`src/rtl/uart_tx_dev_pkg.sv`:
```
// Shared definitions for the uart_tx_dev peripheral: register map, field positions, FSM encoding.
package uart_tx_dev_pkg;

  localparam int unsigned DIV_W  = 16;
  localparam int unsigned DATA_W = 8;

  localparam logic [1:0] REG_CTRL   = 2'd0;
  localparam logic [1:0] REG_DIV    = 2'd1;
  localparam logic [1:0] REG_TXDATA = 2'd2;
  localparam logic [1:0] REG_STATUS = 2'd3;

  localparam int unsigned CTRL_EN = 0;
  localparam int unsigned CTRL_IE = 1;

  localparam int unsigned ST_EMPTY     = 0;
  localparam int unsigned ST_FULL      = 1;
  localparam int unsigned ST_BUSY      = 2;
  localparam int unsigned ST_OVF       = 3;
  localparam int unsigned ST_COUNT_LSB = 4;

  typedef enum logic [1:0] {
    S_IDLE  = 2'd0,
    S_START = 2'd1,
    S_DATA  = 2'd2,
    S_STOP  = 2'd3
  } tx_state_e;

endpackage

```
`src/rtl/uart_tx_dev_fifo.sv`:
```
// Synchronous FIFO with registered full/empty/count; a push is accepted when not full or when a pop happens in the same cycle.
module sync_fifo #(
  parameter int unsigned WIDTH = 8,
  parameter int unsigned DEPTH = 4
) (
  input  logic                     clk,
  input  logic                     reset,
  input  logic                     push,
  input  logic [WIDTH-1:0]         din,
  input  logic                     pop,
  output logic [WIDTH-1:0]         rd_data_c,
  output logic                     push_ok_c,
  output logic                     full,
  output logic                     empty,
  output logic [$clog2(DEPTH):0]   count
);

  localparam int unsigned AW = $clog2(DEPTH);
  localparam int unsigned CW = AW + 1;

  logic [WIDTH-1:0] mem [DEPTH];
  logic [AW-1:0]    wr_ptr;
  logic [AW-1:0]    rd_ptr;
  logic [CW-1:0]    count_n;
  logic             do_pop;

  always_comb begin
    do_pop    = pop && !empty;
    push_ok_c = push && (!full || do_pop);
    count_n   = count;
    if (push_ok_c && !do_pop)      count_n = count + CW'(1);
    else if (!push_ok_c && do_pop) count_n = count - CW'(1);
  end

  assign rd_data_c = mem[rd_ptr];

  always_ff @(posedge clk) begin
    if (push_ok_c) mem[wr_ptr] <= din;
  end

  // Pointers wrap naturally because DEPTH is a power of two.
  always_ff @(posedge clk or negedge reset) begin
    if (!reset) begin
      wr_ptr <= '0;
      rd_ptr <= '0;
      count  <= '0;
      full   <= 1'b0;
      empty  <= 1'b1;
    end else begin
      if (push_ok_c) wr_ptr <= wr_ptr + AW'(1);
      if (do_pop)    rd_ptr <= rd_ptr + AW'(1);
      count <= count_n;
      full  <= (count_n == CW'(DEPTH));
      empty <= (count_n == '0);
    end
  end

endmodule

```
`src/rtl/uart_tx_dev.sv`:
```
// Bridge-attached 8N1 serial transmitter: register decode, byte FIFO, baud counter and frame FSM.
module uart_tx_dev
  import uart_tx_dev_pkg::*;
#(
  parameter int unsigned DEPTH     = 4,
  parameter logic [15:0] DIV_RESET = 16'd434
) (
  input  logic        clk,
  input  logic        reset,
  input  logic [31:2] Addr,
  input  logic        TxWrite,
  input  logic [31:0] Din,
  output logic [31:0] Dout,
  output logic        txd,
  output logic        IRQ
);

  localparam int unsigned CW = $clog2(DEPTH) + 1;

  logic [1:0]        ctrl;
  logic [DIV_W-1:0]  divisor;
  logic              ovf;
  logic              irq;

  tx_state_e         state, state_n;
  logic [DIV_W-1:0]  cnt, cnt_n;
  logic [DIV_W-1:0]  nlat, nlat_n;
  logic [2:0]        idx, idx_n;
  logic [DATA_W-1:0] sh, sh_n;
  logic              txd_r, txd_n;
  logic              pop;

  logic              wr_ctrl, wr_div, wr_tx, wr_status;
  logic              push_ok;
  logic              fifo_full, fifo_empty;
  logic [CW-1:0]     fifo_count;
  logic [DATA_W-1:0] fifo_head;
  logic              en, ie, busy, start_ok, bit_done;
  logic [DIV_W-1:0]  n_eff;
  logic [31:0]       status;
  logic              unused_bits;

  assign wr_ctrl   = TxWrite && (Addr[3:2] == REG_CTRL);
  assign wr_div    = TxWrite && (Addr[3:2] == REG_DIV);
  assign wr_tx     = TxWrite && (Addr[3:2] == REG_TXDATA);
  assign wr_status = TxWrite && (Addr[3:2] == REG_STATUS);

  assign en       = ctrl[CTRL_EN];
  assign ie       = ctrl[CTRL_IE];
  assign busy     = (state != S_IDLE);
  assign start_ok = en && !fifo_empty;
  assign n_eff    = (divisor == '0) ? DIV_W'(1) : divisor;
  assign bit_done = (cnt == nlat - DIV_W'(1));
  assign unused_bits = ^{Addr[31:4], Din[31:16]};

  sync_fifo #(
    .WIDTH (DATA_W),
    .DEPTH (DEPTH)
  ) u_fifo (
    .clk       (clk),
    .reset     (reset),
    .push      (wr_tx),
    .din       (Din[DATA_W-1:0]),
    .pop       (pop),
    .rd_data_c (fifo_head),
    .push_ok_c (push_ok),
    .full      (fifo_full),
    .empty     (fifo_empty),
    .count     (fifo_count)
  );

  always_ff @(posedge clk or negedge reset) begin
    if (!reset) begin
      ctrl    <= '0;
      divisor <= DIV_RESET;
      ovf     <= 1'b0;
      irq     <= 1'b0;
    end else begin
      if (wr_ctrl) ctrl <= Din[1:0];
      if (wr_div)  divisor <= Din[DIV_W-1:0];
      if (wr_status)             ovf <= 1'b0;
      else if (wr_tx && !push_ok) ovf <= 1'b1;
      irq <= ie && en && fifo_empty && !busy;
    end
  end

  // Bit period is latched into nlat at each frame start so mid-frame divisor writes wait.
  always_comb begin
    state_n = state;
    cnt_n   = cnt + DIV_W'(1);
    nlat_n  = nlat;
    idx_n   = idx;
    sh_n    = sh;
    txd_n   = txd_r;
    pop     = 1'b0;
    case (state)
      S_IDLE: begin
        cnt_n = '0;
        idx_n = '0;
        if (start_ok) begin
          pop     = 1'b1;
          state_n = S_START;
          sh_n    = fifo_head;
          txd_n   = 1'b0;
          nlat_n  = n_eff;
        end
      end
      S_START: begin
        if (bit_done) begin
          state_n = S_DATA;
          cnt_n   = '0;
          idx_n   = '0;
          txd_n   = sh[0];
        end
      end
      S_DATA: begin
        if (bit_done) begin
          cnt_n = '0;
          if (idx == 3'd7) begin
            state_n = S_STOP;
            txd_n   = 1'b1;
          end else begin
            sh_n  = {1'b0, sh[DATA_W-1:1]};
            txd_n = sh[1];
            idx_n = idx + 3'd1;
          end
        end
      end
      S_STOP: begin
        if (bit_done) begin
          cnt_n = '0;
          idx_n = '0;
          if (start_ok) begin
            pop     = 1'b1;
            state_n = S_START;
            sh_n    = fifo_head;
            txd_n   = 1'b0;
            nlat_n  = n_eff;
          end else begin
            state_n = S_IDLE;
          end
        end
      end
      default: state_n = S_IDLE;
    endcase
  end

  always_ff @(posedge clk or negedge reset) begin
    if (!reset) begin
      state <= S_IDLE;
      cnt   <= '0;
      nlat  <= DIV_W'(1);
      idx   <= '0;
      sh    <= '0;
      txd_r <= 1'b1;
    end else begin
      state <= state_n;
      cnt   <= cnt_n;
      nlat  <= nlat_n;
      idx   <= idx_n;
      sh    <= sh_n;
      txd_r <= txd_n;
    end
  end

  assign txd = txd_r;
  assign IRQ = irq;

  always_comb begin
    status = '0;
    status[ST_EMPTY] = fifo_empty;
    status[ST_FULL]  = fifo_full;
    status[ST_BUSY]  = busy;
    status[ST_OVF]   = ovf;
    status[ST_COUNT_LSB +: 4] = 4'(fifo_count);
    Dout = '0;
    case (Addr[3:2])
      REG_CTRL:   Dout = 32'(ctrl);
      REG_DIV:    Dout = 32'(divisor);
      REG_STATUS: Dout = status;
      default:    Dout = '0;
    endcase
  end

endmodule

```
`config.mk`:
```
export PLATFORM = sky130hd
export DESIGN_NAME = uart_tx_dev
export DESIGN_NICKNAME = d
export VERILOG_FILES = /design/src/rtl/uart_tx_dev_pkg.sv /design/src/rtl/uart_tx_dev_fifo.sv /design/src/rtl/uart_tx_dev.sv
export SDC_FILE = /design/constraint.sdc
export NUM_CORES = 1
export LEC_CHECK = 0
export CORE_ASPECT_RATIO = 1.1
export CORE_UTILIZATION = 55
export CTS_BUF_LIST = sky130_fd_sc_hd__clkbuf_4
export DETAILED_ROUTE_END_ITERATION = 8
export GPL_ROUTABILITY_DRIVEN = 0
export GPL_TIMING_DRIVEN = 0
export PLACE_DENSITY = 0.83
export SLEW_MARGIN = 20
export SYNTH_ARGS = -nofsm -noshare
export SYNTH_HDL_FRONTEND = slang
export SYNTH_SLANG_ARGS = --single-unit
```
`constraint.sdc`:
```
create_clock -name clk -period 4.32 [get_ports clk]
set_clock_uncertainty 0.1 [all_clocks]
set_input_delay 0.864 -clock clk [delete_from_list [all_inputs] [get_ports clk]]
set_output_delay 0.864 -clock clk [all_outputs]
set_load 0.005 [all_outputs]
```
# [After elaboration in Yosys (flattened, before gate mapping)]
# Memories as Yosys holds them, arrays and structs flattened.
# Cells that the tools add are included.
[word_totals] reg_bits=75 n_memories=1 in_bits=65 output_inout_bits=34 word_cells=111 ramBits=32
[mem_list] name="u_fifo.mem" words=4 word_bits=8 rd=1 rd_clocked_by_memory_dff=0 wr=1 line="uart_tx_dev_fifo.sv:21" text="logic [WIDTH-1:0] mem [DEPTH];"
[classes] add_sub_neg=7 eq_ne=16 n_reduce_logical=34 n_mux=38
[op_table] cell="$mux 16" n=4
[op_table] cell="$pmux 16 s2" n=2
[op_table] cell="$pmux 16 s3" n=1
[op_table] cell="$mux 8" n=4
[op_table] cell="$pmux 8 s3" n=1
[op_table] cell="$add 16x1->16 const B" n=1
[op_table] cell="$eq 16x16->1" n=1
[op_table] cell="$logic_not 16->1" n=1
[op_table] cell="$sub 16x1->16 const B" n=1
[op_table] cell="$mux 3" n=5
[op_table] cell="$logic_and 1x1->1" n=13
[op_table] cell="$mux 1" n=12
[op_table] cell="$ne 2x2->1 const B" n=6
[op_table] cell="$mux 2" n=5
[op_table] cell="$pmux 3 s3" n=1
[op_table] cell="$eq 2x2->1 const B" n=4
[op_table] cell="$pmux 2 s4" n=1
[op_table] cell="$add 3x1->3 const B" n=2
[op_table] cell="$eq 3x3->1 const B" n=2
[op_table] cell="$reduce_and 3->1" n=2
[op_table] cell="$reduce_bool 2->1" n=3
[op_table] cell="$logic_not 1->1" n=5
[op_table] cell="$reduce_and 5->1" n=1
[op_table] cell="$add 2x1->2 const B" n=2
[op_table] cell="13 further kinds" n=15

# [Longest topological paths before layout]
[logic_depth] ltp_word=13 mapped_depth=13 mapped_depth_nobuf=10

# [Modules after synthesis]
# Synthesis repeated with hierarchy kept, for this count alone.
[hier_totals] hier_cells=460 hier_area_um2=5641.7
[by_module_without_submodules] mod="uart_tx_dev" area_per_inst_um2=3968.8 seq_area_each_um2=1660.3 cells_each=373 instances=1
[by_module_without_submodules] mod="sync_fifo" area_per_inst_um2=1672.9 seq_area_each_um2=1187.4 cells_each=87 instances=1

# [Worst setup path after synthesis]
# Ideal clock, no wire load.
[synth_timing] path_kind="register to register" start="register nlat[0]" end="memory u_fifo.mem[0][0], enable pin" setup_slack_ns=0.723 synth_period_minus_slack_ns=3.597 required_ns=3.888 stages_incl_launch_ff=13 arrival_time_ns=3.165 path_cell_list="dfstp_2 clkbuf_1 inv_1 ha_1 clkbuf_1 or4b_2 o21ai_0 a2111oi_0 nand4_1 nor4_4 a31oi_1 a21oi_2 and2_1"
[synth_between] elab_chain_len=9
[synth_rtl] element="from (decl)" line="uart_tx_dev.sv:27" text="logic [DIV_W-1:0] nlat, nlat_n;"
[synth_rtl] element="from (signal assigned)" line="uart_tx_dev.sv:159" text="nlat <= nlat_n;"
[synth_rtl] element="$sub 16x1->16" line="uart_tx_dev.sv:53" text="assign bit_done = (cnt == nlat - DIV_W'(1));"
[synth_rtl] element="$eq 16x16->1" line="uart_tx_dev.sv:53"
[synth_rtl] element="$mux 1" line="uart_tx_dev.sv:130" text="if (bit_done) begin"
[synth_rtl] element="$pmux 1 s2" line="uart_tx_dev.sv:96" text="case (state)"
[synth_rtl] element="$logic_and 1x1->1" line="uart_tx_dev_fifo.sv:28" text="do_pop = pop && !empty;"
[synth_rtl] element="$logic_or 1x1->1" line="uart_tx_dev_fifo.sv:29" text="push_ok_c = push && (!full || do_pop);"
[synth_rtl] element="$logic_and 1x1->1" line="uart_tx_dev_fifo.sv:29"
[synth_rtl] element="$mux 1" line="uart_tx_dev_fifo.sv:38" text="if (push_ok_c) mem[wr_ptr] <= din;"
[synth_rtl] element="$mux 1 (not written as such)" line="uart_tx_dev_fifo.sv:38"
[synth_rtl] element="to (decl)" line="uart_tx_dev_fifo.sv:21"
# Every way passes these cells.

# [Worst setup path after layout]
[layout_timing] start="register nlat[0]" end="memory u_fifo.mem[2][4], enable pin"
# The elaborated chain is that of the path after synthesis.

==> run_results.csv <==
group,metric,value,unit
status,status,"complete, no violations",
critical_path,start_kind,"flip-flop",
die,initial_core_util,57.2,%
grt,grt_pass1_wl,19.9,mm
cells_and_area,areaGrowthSynthToFinish,13.6,%
grt,use_met1,30.2,%
run,cap_violations,0,
clock_tree,cts_buffer_depth,2,
routing,routed_via_density,5.83,
cells_and_area,antenna_cells,0,
routing,drt.antenna.violating_nets,0,
grt,met3_usage,5.06,%
yosys,synth-main-ff-cell,"dfrtp_1",
critical_path,reg2reg_slack,410,ps
timing,fmax,256,MHz
cells_and_area,register_area,0.00285,sq mm
cells_and_area,fillerInstances,771,
critical_path,cp.required,4390,ps
routing,drtPass1Iterations,5,
cells_and_area,nets,643,
yosys,syn_inst,495,
critical_path,crit_buf_inv,3,
grt,grt_start_max_net_pins,53,
routing,routedWlPerCell,17.5,um
timing,tns,0,ps
power,p_total,3580,uW
timing,hold_viol,0,
yosys,synth_edf_count,32,
routing,drt-total-wl,12.1,mm
grt,busiest_layer,"met2",
die,rows,38,
power,power_density,552,mW/mm^2
die,ios,99,
grt,grtUsageTotal,24.4,%
yosys,synthSimpleGateAreaFrac,15.7,%
yosys,synthArstFlopShare,70.1,%
yosys,synth_xor_area_share,5.37,%
yosys,ys_warn_count,0,
power,switchingPower,1400,uW
routing,drtIter0Drc,207,
grt,use_met2,42.7,%
timing,rsz0062_at_grt,"no",
die,die_x,99.2,um
critical_path,critPathMaxStageDelay,630,ps
critical_path,crit_arrival,3980,ps
yosys,synth-seq-cells,107,
die,coreArea,0.00998,sq mm
yosys,synth_compound_area_share,6.37,%
timing,period_needed,3910,ps
clock_tree,cts_tree,"built",
yosys,synth_top_family_by_area,"simple AND/OR/NAND/NOR gates",
critical_path,cp_slowest_cell,"dfstp_2",
clock_tree,h-tree-depth,3,
grt,antenna_found_initial,0,
grt,grt_pass1_vias,4104,
yosys,synthAdderAreaFrac,3.29,%
power,power_frac_comb,43.7,%
critical_path,critPathTopFamily,"simple AND/OR/NAND/NOR gates",
die,die_y,109,um
yosys,synth_mux_area_share,14.3,%
critical_path,path_cells,"inv_1 > ha_1 > clkbuf_1 > or4b_2 > o21ai_0 > a2111oi_1 > nand4_1 > nor4_4 > a31oi_1 > a21oi_2 > buf_4 > and2_2",
cells_and_area,drive_gt1_share,19.0,%
clock_tree,clockRootBuffer,"clkbuf_4",
timing,setup_viol,0,
yosys,synthesis.area,0.00571,sq mm
yosys,syn-mean-instance-area,11.5,sq um
clock_tree,postCtsHoldBufs,0,
placement,portBuffers,38,
clock_tree,cts_buffers,9,
critical_path,critPathCaptureType,"flip-flop",
power,seqPwrFrac,43.3,%
clock_tree,cts.clk_slew.worst_paths,160,ps
timing,fin_crit_sh,90.4,%
yosys,ys_seq_area_share,49.8,%
power,switching_share,39.2,%
power,clockPowerShare,13.0,%
clock_tree,clk_latency,470,ps
yosys,yosysUniqueCellTypes,69,
placement,dp_hpwl,8.96,mm
timing,slew_violations,0,
cells_and_area,multi_input_area,0.00265,sq mm
min_path,min_path_type,"in -> async",
power,peakVddDrop,0.272,mV
critical_path,critPathMaxFanout,9,
cells_and_area,final_core_util,65.0,%
clock_tree,clkSinkCount,107,
grt,grt-ovfl-total,0,
power,leakage,0.00267,uW
die,die-area,0.0108,sq mm
timing,tightestPinTransition,935,ps
routing,vias,4013,
critical_path,worstSetupPathType,"reg -> reg",
timing,timing.slew.headroom,37.1,%
routing,drcViolationCount,0,
timing,hold_slack,169,ps
power,p_int,2180,uW
[path summary, 6_finish.rpt]
kind / startpoint / endpoint / cells after the start
max: nlat[0]$_DFFE_PN1P_ / u_fifo.mem[2][4]$_DFFE_PP_ / 12
min: reset / idx[0]$_DFFE_PN0P_ / 1
max reg2reg: nlat[0]$_DFFE_PN1P_ / u_fifo.mem[2][4]$_DFFE_PP_ / 12
min reg2reg: sh[0]$_DFFE_PN0P_ / sh[0]$_DFFE_PN0P_ / 1
max in group asynchronous: reset / divisor[5]$_DFFE_PN1P_ / 2
min in group clk: sh[0]$_DFFE_PN0P_ / sh[0]$_DFFE_PN0P_ / 1
[cell usage in the layout, fill, tap and decap left out, drive strengths merged, types with 3 or more instances in the layout]
master         instances
nor3b                  4
buf                   28
nor4                  14
nand2                 35
clkdlybuf4s50         37
nand3b                 4
o22ai                  3
xnor2                 19
nand3                 16
clkbuf                28
nand2b                 5
and2                  15
dfstp                  8
xor2                  16
ha                    15
dfrtp                 67
and4                   3
nor2                  35
a31oi                  3
or2                    4
a211oi                 3
o21ai                  8
conb                  16
mux2i                 14
nor2b                  7
mux4                   8
inv                   20
a21oi                  7
mux2                  44
and3                   4
edfxtp                32
nor3                   6
or4                    3
[stage by stage]
step | cells | setup WS (ps) | area (sq um)
finish | 688 | 415 | 6490
global route | 688 | 144 | 6490
CTS | 686 | 16.8 | 6460
detailed placement | 669 | -269 | 6320
global placement | 668 | -293 | 6300
floorplan | 510 | 723 | 5770
[synth_stat cells (3+ instances only)]
cell type,instances,area (sq um)
a31oi_1,3,18.8
a21oi_1,5,25.0
nand3_1,16,80.1
and3_1,4,25.0
nand2b_1,5,31.3
and2_1,15,93.8
dfstp_2,8,210
mux2i_1,14,140
nand2_1,35,131
or2_2,4,25.0
inv_1,18,67.6
mux2_2,34,383
mux2_1,10,113
nand3b_1,4,30.0
edfxtp_1,32,961
o21ai_0,8,40.0
buf_1,3,11.3
clkbuf_1,18,67.6
xor2_1,16,140
nor3_1,6,30.0
nor4_1,12,75.1
o22ai_1,3,18.8
ha_1,15,188
or4_1,3,22.5
nor2_1,34,128
xnor2_1,19,166
buf_4,17,128
and4_1,3,26.3
nor2b_1,7,43.8
mux4_2,8,180
nor3b_1,4,30.0
dfrtp_1,67,1680
[worst register-to-register path, delay by kind of cell (launching register included)]
kind	cells	cell delay, ps
AOI/OAI and AO/OA	4	1070
adders and majority gates	1	190
buffers and inverters	3	460
DFF	1	630
and+or+nand+nor	4	1150
[registers in the layout (all words and copies together), names as in the netlist, 2 cells and up]
register,cells
u_fifo.count,3
u_fifo.rd_ptr,2
u_fifo.mem,32
u_fifo.wr_ptr,2
idx,3
nlat,16
ctrl,2
cnt,16
state,2
sh,8
divisor,16
[cell type report]
| type | count | share of cell area, % |
|---|---|---|
| sequential | 107 | 43.9 |
| timing repair buffer | 43 | 6.71 |
| inverter | 18 | 1.04 |
| clock buffer | 11 | 1.27 |
| multi-input combinational | 345 | 40.8 |
| clock inverter | 5 | 0.578 |
| buffer | 39 | 3.39 |
| tap | 120 | 2.31 |
[power groups by stage]
| stage | clock [uW] | sequential (uW) | combinational, uW |
|---|---|---|---|
| 5_1_grt | 514 | 1580 | 1730 |
| 2_1_floorplan | 0 | 1480 | 1190 |
| 3_5_place_dp | 0 | 1560 | 1550 |
| 4_1_cts | 479 | 1540 | 1550 |
| 6_report | 467 | 1550 | 1560 |
| 3_3_place_gp | 0 | 1540 | 1450 |
[timing repair]
item / 4_1_cts / 5_1_grt
pin swaps: 1 / 1
endpoints found under the setup margin: 32 / 62
gates resized for setup: 4 / 5
setup buffers: 1 / 3
[logic make-up (layout without fill, tap and decap cells)]
| group | count (synthesis) | after routing |
|---|---|---|
| AOI/OAI and AO/OA | 49 | 49 |
| other | 1 | 16 |
| and+or+nand+nor | 164 | 164 |
| buffers and inverters | 58 | 116 |
| adders and majority gates | 15 | 15 |
| DFF | 107 | 107 |
| muxes | 66 | 66 |
| xor gates and xnor gates | 35 | 35 |
[per-layer routing]
layer  routed length [um]  vias up  part of all wire [%]
li1                     -     1867                     -
met1                 5230     1988                    43
met2                 6060      136                    50
met3                  537       22                   4.5
met4                  225        0                   1.9
met5                    0        -                     0
Power figures use the tool's default switching activity.
